==> src/rtl/xseq_synth_if.sv <==
// xseq_synth_if: controller data-bus bundle for the step sequencer.
//   sel      block select from the address decoder
//   we       write enable, qualified by sel
//   addr     word address within the block
//   data_in  write data
//   data_out read data (0 when sel=0)
// master drives the request side; slave (the sequencer) returns read data.
interface xseq_synth_if #(
  parameter int DATA_W = 32
);
  logic              sel;
  logic              we;
  logic [4:0]        addr;
  logic [DATA_W-1:0] data_in;
  logic [DATA_W-1:0] data_out;

  modport master (output sel, we, addr, data_in, input data_out);
  modport slave  (input sel, we, addr, data_in, output data_out);
endinterface

==> src/rtl/xseq_synth.sv <==
// xseq_synth: memory-mapped NCH-channel square-wave step sequencer.
//   clk      system clock
//   rst      synchronous reset, active-high; clears every register incl. pattern memory
//   bus      register bus (slave side): CTRL 0x00, TEMPO 0x01, STATUS 0x02 (RO),
//            PERIOD[i] 0x04+i, PATTERN[s] 0x10+s; reads combinational, 0 when sel=0
//   kbd_in   keyboard inputs, bit i gates channel i when kbd_mode=1
//   snd_out  registered OR of gated channel square waves
//   led_out  registered one-hot step indicator (0 while stopped)
module xseq_synth #(
  parameter int DATA_W  = 32,
  parameter int NCH     = 4,
  parameter int STEPS   = 16,
  parameter int DIV_W   = 20,
  parameter int TEMPO_W = 24
) (
  input  logic         clk,
  input  logic         rst,
  xseq_synth_if.slave  bus,
  input  logic [7:0]   kbd_in,
  output logic         snd_out,
  output logic [7:0]   led_out
);
  localparam int SW = (STEPS > 1) ? $clog2(STEPS) : 1;
  localparam logic [3:0] LAST_STEP = 4'(STEPS - 1);

  logic               run_q, loop_q, kbd_q, done_q;
  logic [TEMPO_W-1:0] tempo_q, tick_q;
  logic [3:0]         step_q;
  logic [7:0]         wrap_q;
  logic [DIV_W-1:0]   period_q [NCH];
  logic [DIV_W-1:0]   cnt_q    [NCH];
  logic [NCH-1:0]     sq_q;
  logic [NCH-1:0]     pattern_q [STEPS];
  logic               snd_q;
  logic [7:0]         led_q;

  logic               wr, ctrl_wr, tempo_wr, per_wr, pat_wr;
  logic               adv, at_end;
  logic [NCH-1:0]     gate;
  logic [DATA_W-1:0]  rd;

  always_comb begin
    wr       = bus.sel & bus.we;
    ctrl_wr  = wr && (bus.addr == 5'h00);
    tempo_wr = wr && (bus.addr == 5'h01);
    per_wr   = wr && (bus.addr[4:2] == 3'b001) && (32'(bus.addr[1:0]) < NCH);
    pat_wr   = wr && bus.addr[4] && (32'(bus.addr[3:0]) < STEPS);
    // >= rather than == so a TEMPO shrunk below the current tick advances at once
    adv      = run_q && (tempo_q != '0) && (tick_q >= tempo_q - TEMPO_W'(1));
    at_end   = (step_q == LAST_STEP);
    for (int unsigned i = 0; i < NCH; i++) begin
      gate[i] = (run_q & pattern_q[step_q[SW-1:0]][i]) | (kbd_q & kbd_in[i]);
    end
  end

  always_comb begin
    rd = '0;
    if (bus.sel) begin
      if (bus.addr == 5'h00) begin
        rd[2:0] = {kbd_q, loop_q, run_q};
      end else if (bus.addr == 5'h01) begin
        rd[TEMPO_W-1:0] = tempo_q;
      end else if (bus.addr == 5'h02) begin
        rd[3:0]   = step_q;
        rd[8]     = run_q;
        rd[9]     = done_q;
        rd[23:16] = wrap_q;
      end else if ((bus.addr[4:2] == 3'b001) && (32'(bus.addr[1:0]) < NCH)) begin
        rd[DIV_W-1:0] = period_q[bus.addr[1:0]];
      end else if (bus.addr[4] && (32'(bus.addr[3:0]) < STEPS)) begin
        rd[NCH-1:0] = pattern_q[bus.addr[SW-1:0]];
      end
    end
  end
  assign bus.data_out = rd;

  always_ff @(posedge clk) begin
    if (rst) begin
      run_q   <= 1'b0;
      loop_q  <= 1'b0;
      kbd_q   <= 1'b0;
      done_q  <= 1'b0;
      tempo_q <= '0;
      tick_q  <= '0;
      step_q  <= '0;
      wrap_q  <= '0;
      sq_q    <= '0;
      snd_q   <= 1'b0;
      led_q   <= '0;
      for (int unsigned i = 0; i < NCH; i++) begin
        period_q[i] <= '0;
        cnt_q[i]    <= '0;
      end
      for (int unsigned s = 0; s < STEPS; s++) begin
        pattern_q[s] <= '0;
      end
    end else begin
      // Sequencer timing; a same-cycle CTRL write below overrides these.
      if (run_q && (tempo_q != '0)) begin
        tick_q <= adv ? '0 : tick_q + TEMPO_W'(1);
      end
      if (adv) begin
        if (!at_end) begin
          step_q <= step_q + 4'd1;
        end else if (!ctrl_wr) begin
          if (loop_q) begin
            step_q <= '0;
            wrap_q <= wrap_q + 8'd1;
          end else begin
            run_q  <= 1'b0;
            done_q <= 1'b1;
          end
        end
      end
      if (ctrl_wr) begin
        loop_q <= bus.data_in[1];
        kbd_q  <= bus.data_in[2];
        if (bus.data_in[0] && !run_q) begin
          run_q  <= 1'b1;
          tick_q <= '0;
          step_q <= '0;
          done_q <= 1'b0;
          wrap_q <= '0;
        end else if (!bus.data_in[0]) begin
          run_q <= 1'b0;
        end
      end
      if (tempo_wr) begin
        tempo_q <= bus.data_in[TEMPO_W-1:0];
      end
      if (pat_wr) begin
        pattern_q[bus.addr[SW-1:0]] <= bus.data_in[NCH-1:0];
      end

      for (int unsigned i = 0; i < NCH; i++) begin
        if (per_wr && (32'(bus.addr[1:0]) == i)) begin
          period_q[i] <= bus.data_in[DIV_W-1:0];
          cnt_q[i]    <= '0;
          sq_q[i]     <= 1'b0;
        end else if (period_q[i] == '0) begin
          cnt_q[i] <= '0;
          sq_q[i]  <= 1'b0;
        end else if (cnt_q[i] >= period_q[i] - DIV_W'(1)) begin
          cnt_q[i] <= '0;
          sq_q[i]  <= ~sq_q[i];
        end else begin
          cnt_q[i] <= cnt_q[i] + DIV_W'(1);
        end
      end

      snd_q <= |(sq_q & gate);
      led_q <= run_q ? 8'(8'b1 << step_q[2:0]) : 8'h00;
    end
  end

  assign snd_out = snd_q;
  assign led_out = led_q;
endmodule
==> src/flat_wrapper.sv <==
// flat-port wrapper written by rule: the top's interface ports become plain ports
module xseq_synth_flat 
#(
  parameter int DATA_W  = 32,
  parameter int NCH     = 4,
  parameter int STEPS   = 16,
  parameter int DIV_W   = 20,
  parameter int TEMPO_W = 24
)
  (clk, rst, kbd_in, snd_out, led_out, bus_sel, bus_we, bus_addr, bus_data_in, bus_data_out);
  xseq_synth_if #(.DATA_W(DATA_W)) bus_i ();
  input  logic clk;
  input  logic rst;
  input  logic [7:0] kbd_in;
  output logic snd_out;
  output logic [7:0] led_out;
  input wire logic [$bits(bus_i.sel)-1:0] bus_sel;
  input wire logic [$bits(bus_i.we)-1:0] bus_we;
  input wire logic [$bits(bus_i.addr)-1:0] bus_addr;
  input wire logic [$bits(bus_i.data_in)-1:0] bus_data_in;
  output wire logic [$bits(bus_i.data_out)-1:0] bus_data_out;
  assign bus_i.sel = bus_sel;
  assign bus_i.we = bus_we;
  assign bus_i.addr = bus_addr;
  assign bus_i.data_in = bus_data_in;
  assign bus_data_out = bus_i.data_out;
  xseq_synth #(.DATA_W(DATA_W), .NCH(NCH), .STEPS(STEPS), .DIV_W(DIV_W), .TEMPO_W(TEMPO_W)) u_core (.clk(clk), .rst(rst), .bus(bus_i), .kbd_in(kbd_in), .snd_out(snd_out), .led_out(led_out));
endmodule
==> config.mk <==
export PLATFORM = sky130hd
export DESIGN_NAME = xseq_synth_flat
export DESIGN_NICKNAME = d
export VERILOG_FILES = /design/src/rtl/xseq_synth_if.sv /design/src/rtl/xseq_synth.sv /design/src/flat_wrapper.sv
export SDC_FILE = /design/constraint.sdc
export NUM_CORES = 1
export LEC_CHECK = 0
export CORE_ASPECT_RATIO = 0.8
export CORE_MARGIN = 2
export CORE_UTILIZATION = 63
export CTS_BUF_LIST = sky130_fd_sc_hd__clkbuf_2
export DETAILED_ROUTE_END_ITERATION = 8
export HOLD_SLACK_MARGIN = 0.06
export PLACE_DENSITY = 0.9
export SLEW_MARGIN = 20
export SYNTH_ARGS = -nofsm -noshare
export SYNTH_HDL_FRONTEND = slang
export SYNTH_SLANG_ARGS = --single-unit
==> constraint.sdc <==
create_clock -name clk -period 5.2 [get_ports clk]
set_clock_uncertainty 0.15 [all_clocks]
set_input_delay 1.04 -clock clk [delete_from_list [all_inputs] [get_ports clk]]
set_output_delay 1.04 -clock clk [all_outputs]
set_load 0.02 [all_outputs]
# After elaboration in Yosys (flattened, before gate mapping)

Memories as Yosys holds them, arrays and structs flattened. A register that Yosys moved wholly into a read port is not among the register bits.
Index checks and enable logic that the tools add are counted.

Add/subtract/negate cells: 12
$lt $le $gt $ge: 5
Eq/ne operators: 7
Shifts and indexed selects: 1
Multiplexer cells: 139
Bitwise gates (word level): 39
Reductions and logical operators: 26

Operators with widths:

| cell                  | number |
|---|---|
| $mux 20               | 20 |
| $mux 24               | 6 |
| $mux 1                | 87 |
| $add 20x1->20 const B | 4 |
| $ge 20x20->1          | 4 |
| $logic_not 20->1      | 4 |
| $sub 20x1->20 const B | 4 |
| $mux 4                | 15 |
| $mux 8                | 6 |
| $add 24x1->24 const B | 1 |
| $ge 24x24->1          | 1 |
| $or 1x1->1            | 24 |
| $reduce_bool 24->1    | 1 |
| $sub 24x1->24 const B | 1 |
| $mux 21               | 1 |
| $mux 16               | 1 |
| $reduce_or 3->1       | 4 |
| $logic_and 1x1->1     | 11 |
| $and 1x1->1           | 9 |
| $add 8x1->8 const B   | 1 |
| $reduce_or 4->1       | 2 |
| $shl 1x3->8 const A   | 1 |
| $mux 6                | 1 |
| $eq 5x1->1 const B    | 1 |
| other kinds (14)      | 19 |

Register bits after elaboration: 77
Bits in writable memories: 224
Bits of input ports: 49
Output and inout bits: 41
Word-level logic and storage cells: 246
Memories kept: 3

Memory list:

| name             | words | width | read ports | clocked after Yosys merged registers in | write ports | RTL line         | text |
|---|---|---|---|---|---|---|---|
| u_core.cnt_q     | 4     | 20    | 4          | 0                                       | 4           | xseq_synth.sv:31 | `logic [DIV_W-1:0] cnt_q [NCH];` |
| u_core.period_q  | 4     | 20    | 5          | 0                                       | 4           | xseq_synth.sv:30 | `logic [DIV_W-1:0] period_q [NCH];` |
| u_core.pattern_q | 16    | 4     | 2          | 1                                       | 16          | xseq_synth.sv:33 | `logic [NCH-1:0] pattern_q [STEPS];` |

# Longest topological paths before layout

Word-level depth: 10
Depth in mapped cells: 16
Depth with buffers taken out: 15

# Worst setup path after synthesis

Ideal clock, no wire load.

Path kind: reg-to-reg
Start: register u_core.tempo_q[2]
End: register u_core.wrap_q[3]
Library setup time: 0.070 ns
Arrival: 3.664 ns
Required time: 4.980 ns
Path slack: 1.316 ns
Stages on the path, launching flop included: 16
Path buffers: 0
Period minus slack after synthesis: 3.884 ns
Cells stage by stage: dfxtp_1 or3_1 nor3_1 nand2b_1 nor2_1 nand2_1 or3_1 xor2_1 ha_1 nand4_1 nor3_2 o211ai_1 o2bb2ai_2 o211ai_4 or4_1 a21oi_1

Cells in the longest elaborated chain, start to end: 6
Elaborated cells between the ends (all ways): 8
Classes of those cells: add/sub (1); order compare (1); mux (3); reduce/logical (3)

RTL lines:

| item                                                | RTL line          | text |
|---|---|---|
| from (decl)                                         | xseq_synth.sv:27  | `logic [TEMPO_W-1:0] tempo_q, tick_q;` |
| from (signal assigned)                              | xseq_synth.sv:129 | `tempo_q <= bus.data_in[TEMPO_W-1:0];` |
| $sub 24x1->24 or $reduce_bool 24->1 (tied branches) | xseq_synth.sv:49  | `adv = run_q && (tempo_q != '0) && (tick_q >= tempo_q - TEMPO_W'(1));` |
| $ge 24x24->1 or $logic_and 1x1->1 (tied branches)   | xseq_synth.sv:49  |  |
| $logic_and 1x1->1 *                                 | xseq_synth.sv:49  |  |
| $mux 8 *                                            | xseq_synth.sv:102 | `if (adv) begin` |
| $mux 8                                              | xseq_synth.sv:118 | `if (bus.data_in[0] && !run_q) begin` |
| $mux 8 *                                            | xseq_synth.sv:115 | `if (ctrl_wr) begin` |
| to (signal assigned)                                | xseq_synth.sv:108 | `wrap_q <= wrap_q + 8'd1;` |
| to (decl)                                           | xseq_synth.sv:29  | `logic [7:0] wrap_q;` |

Mark *: on every way between the ends. The rest lies on a longest branch, timed or not.
A chain may end at the register's enable or synchronous reset.

# Final worst setup path

Start: input port bus_addr[0]
End: output port bus_data_out[3]

Cells in the longest elaborated chain, start to end: 7
Elaborated cells between the ends (all ways): 11
Classes of those cells: eq/ne (2); mux (6); reduce/logical (1); memory (2)

RTL lines:

| item         | RTL line           | text |
|---|---|---|
| from (decl)  | flat_wrapper.sv:19 | `input wire logic [$bits(bus_i.addr)-1:0] bus_addr;` |
| $mem_v2 16x4 | n/a                |  |
| $mux 4       | xseq_synth.sv:70   | `end else if (bus.addr[4] && (32'(bus.addr[3:0]) < STEPS)) begin` |
| $mux 4       | xseq_synth.sv:68   | `end else if ((bus.addr[4:2] == 3'b001) && (32'(bus.addr[1:0]) < NCH)) begin` |
| $mux 4       | xseq_synth.sv:63   | `end else if (bus.addr == 5'h02) begin` |
| $mux 24      | xseq_synth.sv:61   | `end else if (bus.addr == 5'h01) begin` |
| $mux 21 *    | xseq_synth.sv:59   | `if (bus.addr == 5'h00) begin` |
| $mux 24 *    | xseq_synth.sv:58   | `if (bus.sel) begin` |
| to (decl)    | flat_wrapper.sv:21 | `output wire logic [$bits(bus_i.data_out)-1:0] bus_data_out;` |

Marked as above.

==> run summary <==
WL final - 49,300 um
Largest family of logic cells by synthesized area - simple AND/OR/NAND/NOR gates
CP max-delay cell - clkdlybuf4s50_1
GRT overflow - 0
Crit-path cells - buf_2 > buf_12 > nor2_1 > nand2_1 > nand2_1 > a21oi_1 > clkdlybuf4s50_1
Final TNS setup - 0 ns
Setup Fix Bufs, Post-CTS - 0
Average size of a mapped cell - 10.4 sq um
Total CTS buffers - 74
Slew @ Worst Pin - 1.15 ns
Critical Path Most Common Cell - nand2_1
CTS Root Buffer Type - clkbuf_2
Hold_buf cts - 0
DP HPWL - 36,300 um
Ys Warns - 0
CTS Sinks - 301
Synth async-reset ratio - 0%
CP bufs+invs - 3
Ports - 90
Critical path type - input pin to output pin
Avg WL per Cell - 20.3 um
Pwr dens - 252 mW/mm^2
CTS resizes - 0
Multiplexer area fraction after synthesis - 6.80%
PortBufs - 69
Synth top area share - 35.5%
Worst setup margin - 0.281 ns
CP top delay family - buffers and inverters
Initial DRC Count - 1,853
Worst Setup SP - bus_addr[0]
P_leak - 8.10 nW
Reg-to-Reg End - u_core.wrap_q[4]$_SDFF_PP0_
Worst EP required - 4.01 ns
Post-Syn Area - 0.0189 sq mm
R2r setup slk - 0.49 ns
Critical path fanouts, max - 28
Post-synth top area cell - edfxtp_1
Critical Path End Type - output pin
R2R Path Start - u_core.tempo_q[2]$_SDFFE_PP0P_
Starting utilization of the core area - 64.4%
End of the critical path - bus_data_out[3]
GP Congestion - 0.943
Peak Freq - 0.203 GHz
Final worst path period need - 4.92 ns
Outcome - finished, final reports clean
Die Height - 159 um
Number of global-route vias before repair - 15,000
Maximum clock insertion buffer count - 3
Reg2Reg Depth - 15
Tot Pwr - 5.28 mW
RSZ-0062 raised after global routing - false
Sequential area share after synthesis - 43.6%
Via density - 6.31
Slew headroom - 23.2%
Fillers - 2,017
Drc violations - 0
Drt pass-1 iters - 7
H-tree levels - 3
Cells after synthesis - 1,823
Placement Setup Slack - 0.394 ns
CTS clk-pin slew, worst paths - 0.11 ns
Commonest non-fill, non-tap cell in the layout - edfxtp_1
Layout area overhead - 10.6%
Compound-Gate Fraction of Synth Area - 8.14%
Final hold vios - 0
Routed vias - 15,300
Critical Path Stages - 7
Total die area - 0.0315 sq mm
Arr. time, crit path - 3.73 ns
Largest net degree at the start of global routing - 33
Worst skew pair latency - 0.92 ns
Core area - 0.0294 sq mm
Pins Over Slew Limit - 0
Synth Area in XOR/XNOR - 8.60%
Setup-failing EPs final - 0
Synth Register Bits - 301
Most frequent cells in the layout - 224 x edfxtp_1, 222 x nor2_1, 154 x and2_1
Initial antenna violation count - 2
Ranking of synthesized cells by area - edfxtp_1 36%, dfxtp_1 8.1%, ha_1 7.9%
First-pass GRT wire length - 78,200 um
CP max stage delay - 0.67 ns
Simple-gate share of the synthesized area - 22.1%
Layout cell share with drive strength beyond 1 - 11.8%
Total GRT Usage - 31.6%
Adder-Cell Fraction of Synth Area - 7.92%
Crit start category - input pin
CTS tree - done
Hold Path Class - register to register
Main synth FF type - edfxtp_1
# nets final - 2,162
Die width - 198 um
Max-cap violation count - 0
EDFF count, synth - 224
Synth cell types - 76
Worst VDD drop - 189 uV
Antenna-violating nets left - 0
Final period util - 94.6%
FP Rows - 56
## through the flow
stage	cells	hold slack (ns)	area (sq um)	util, %
6_report	2427	0.333	21000	71.2
5_1_grt	2427	0.353	21000	71.2
4_1_cts	2425	0.332	20900	71.2
3_5_place_dp	2294	0.311	20200	68.7
3_3_place_gp	2294	0.286	20200	68.7
2_1_floorplan	1909	0.271	19300	-
## report_power, final
part / internal [mW] / total (mW) / switching (mW)
clock: 0.750 / 1.77 / 1.02
combinational: 0.291 / 0.642 / 0.352
sequential: 2.70 / 2.87 / 0.169
## worst min-delay path by stage
stage,startpoint,endpoint,depth (start not counted)
6_report,u_core.done_q$_SDFF_PP0_,u_core.done_q$_SDFF_PP0_,2
5_1_grt,u_core.done_q$_SDFF_PP0_,u_core.done_q$_SDFF_PP0_,2
4_1_cts,u_core.done_q$_SDFF_PP0_,u_core.done_q$_SDFF_PP0_,2
3_5_place_dp,u_core.done_q$_SDFF_PP0_,u_core.done_q$_SDFF_PP0_,2
3_3_place_gp,u_core.done_q$_SDFF_PP0_,u_core.done_q$_SDFF_PP0_,2
2_1_floorplan,u_core.done_q$_SDFF_PP0_,u_core.done_q$_SDFF_PP0_,2
## per-layer routing
layer	GRT usage, %	wire, um
met1	41.3	18300
met2	48.9	22400
met3	8.64	6180
met4	15.6	2400
met5	0	0
## sequential cells by signal (all words and copies together) (netlist names)
signal / cells
u_core.pattern_q: 64
u_core.kbd_q: 1
u_core.snd_out: 1
u_core.step_q: 4
u_core.tick_q: 24
u_core.loop_q: 1
u_core.period_q: 80
u_core.wrap_q: 8
u_core.tempo_q: 24
u_core.sq_q: 4
u_core.cnt_q: 80
u_core.done_q: 1
u_core.run_q: 1
u_core.led_out: 8
## Yosys cell counts (13+ instances only)
cell type / instances
nand2_1: 132
inv_1: 33
clkbuf_1: 48
xnor2_1: 96
a21oi_1: 69
a21o_1: 40
buf_2: 19
nor4_1: 19
nor2_1: 222
edfxtp_1: 224
nand2b_1: 16
xor2_1: 90
nand4_1: 42
and2_1: 154
and3_1: 34
or2_2: 19
nand3_1: 56
a22oi_1: 14
mux4_2: 52
or3_1: 15
nor3_1: 45
ha_1: 120
nor2b_1: 14
o21ai_0: 19
dfxtp_1: 77
a211oi_1: 13
## logic make-up (layout without fill, tap and decap cells)
logic type / count (synthesis) / in the layout
muxes: 63 / 63
DFF: 301 / 301
adders and majority gates: 120 / 120
AOI/OAI and AO/OA: 222 / 222
xor gates and xnor gates: 186 / 186
other: 2 / 90
and+or+nand+nor: 813 / 813
buffers and inverters: 116 / 255
## cell type report
cell class	instances	area (sq um)	share of cell area, %
clock inverters	24	204	0.973
repair buffers	91	853	4.07
multi-input cells	1492	10500	50.1
inverters	33	124	0.591
flip-flops and latches	301	8270	39.5
well taps	377	472	2.25
diodes	2	5.00	0.0239
clock buffers	107	536	2.56
## tightest hold or removal path, stage by stage (launching register included)
cell and delay [ns]:
dfxtp_1 0.33, nand2_1 0.06, o41ai_1 0.05
No activity file was read; power rests on OpenSTA's default activity.
==> patch, RTL diff (same flow settings) <==
`TEMPO_W` is set to 24 in 2 places; all go to 32.
--- a/src/rtl/xseq_synth.sv
+++ b/src/rtl/xseq_synth.sv
@@ -12,5 +12,5 @@
   parameter int STEPS   = 16,
   parameter int DIV_W   = 20,
-  parameter int TEMPO_W = 24
+  parameter int TEMPO_W = 32
 ) (
   input  logic         clk,
--- a/src/flat_wrapper.sv
+++ b/src/flat_wrapper.sv
@@ -6,5 +6,5 @@
   parameter int STEPS   = 16,
   parameter int DIV_W   = 20,
-  parameter int TEMPO_W = 24
+  parameter int TEMPO_W = 32
 )
   (clk, rst, kbd_in, snd_out, led_out, bus_sel, bus_we, bus_addr, bus_data_in, bus_data_out);
Function: changed (a bounded check fails within 4 cycles, from zero or initial values and one cycle with rst high).
==> patch against the unedited design <==
- synthesized cell count up 4.8%
- power increased by 2.6%
- hold slack improved by 0.0080 ns
- synthesized area rose by 3.6%
- non-clock buffer count increased by 23
- sequential power rose by 4%
- sequential cell count grew 16
- design area rose by 4.9%
- die area increased by 3.5%
- worst setup slack worse by 0.010 ns
- wire length increased by 4.0%
- utilization up 0.79 points
- critical path type unchanged
- critical endpoint is now bus_data_out[6]
- highest routed layer unchanged
==> patch: results (changes against the unedited design) <==
metric;value;unit;change
Leakage;8.46;nW;was 8.10 nW
fin nets;2283;;was 2162
dpl cell area;21200;sq um;was 20200 sq um
R2R depth;13;;was 15
routed len/inst;19.9;um;was 20.3 um
maximum resistive drop on vdd;187;uV;was 189 uV
Reg2Reg Capture Point;u_core.cnt_q[0][76];;was u_core.wrap_q[4]
met1 Use GR;0.410;;was 0.413
Hold Startpoint;u_core.wrap_q[7];;was u_core.done_q
clk tree area frac;0.0342;;was 0.0353
combinational power share;0.119;;was 0.122
DR pass1 iterations;5;;was 7
# port buffers;85;;was 69
Fill cells;2154;;was 2017
Fin Hold WS;0.341;ns;was 0.333 ns
setup slack, reg-to-reg;0.46;ns;was 0.49 ns
HPWL after DPL;38000;um;was 36300 um
CP arrival;3.74;ns;was 3.73 ns
Total GRT Usage;0.314;;was 0.316
Iter 0 DRT Violations;1752;;was 1853
status;finished clean;;unchanged
Yosys reg bits;317;;was 301
GRT met3 Usage;0.0614;;was 0.0864
register area share after synthesis;0.437;;was 0.436
layout clock buffer count;128;;was 107
Power per Cell Area;246;nW/um^2;was 252 nW/um^2
RR Startpoint;u_core.period_q[3][5];;was u_core.tempo_q[2]
Seq power;0.00298;W;was 0.00287 W
CTS buffer count;79;;was 74
Hold Path End;u_core.wrap_q[7];;was u_core.done_q
synth unique cells;74;;was 76
vias in the first global route;15772;;was 14954
clk_lat worst skew;0.97;ns;was 0.92 ns
#MultiIn Comb;1563;;was 1492
vias per inst;6.17;;was 6.31
Synth area leaders;edfxtp_1, dfxtp_1, ha_1;;unchanged
P_sw;0.00156;W;was 0.00154 W
inverter count;31;;was 33
register area;8590;sq um;was 8270 sq um
Post-synth top cells;nor2_1, edfxtp_1, nand2_1;;was edfxtp_1, nor2_1, and2_1
Setup crit end;bus_data_out[6];;was bus_data_out[3]
largest net degree at the start of global routing;37;;was 33
first-pass GRT wire length;81200;um;was 78200 um
NonClk Buf Share;0.0485;;was 0.0407
Non-clk bufs;114;;was 91
Largest stage delay, worst path;0.65;ns;was 0.67 ns
footprint of the multi-input gates;10900;sq um;was 10500 sq um
worst setup path start;bus_addr[2];;was bus_addr[0]
chip width;201;um;was 198 um
gp weighted congestion;0.944;;was 0.943
Diodes inserted;4;;was 2
-- patch: stage by stage --
step,utilization,worst slack [ns],cells
2_1_floorplan,-,1.05,1990
5_1_grt,0.720,0.0680,2578
4_1_cts,0.719,0.343,2577
3_5_place_dp,0.695,0.362,2438
6_report,0.720,0.271,2581
3_3_place_gp,0.695,0.421,2438
-- patch: routing by layer --
| metal | part of all wire | vias up | wire length (um) |
|---|---|---|---|
| met5 | 0 | - | 0 |
| met2 | 0.47 | 880 | 23900 |
| met1 | 0.39 | 7577 | 19900 |
| met4 | 0.041 | 0 | 2090 |
| li1 | - | 7286 | - |
| met3 | 0.10 | 181 | 5360 |
-- patch: kinds of logic after synthesis --
logic type                 Yosys count  share of synthesized area
DFF                                317                      0.437
buffers and inverters              110                     0.0231
xor gates and xnor gates           197                     0.0879
adders and majority gates          128                     0.0816
AOI/OAI and AO/OA                  229                     0.0763
and+or+nand+nor                    863                      0.226
muxes                               66                     0.0679
other                                1                   0.000191
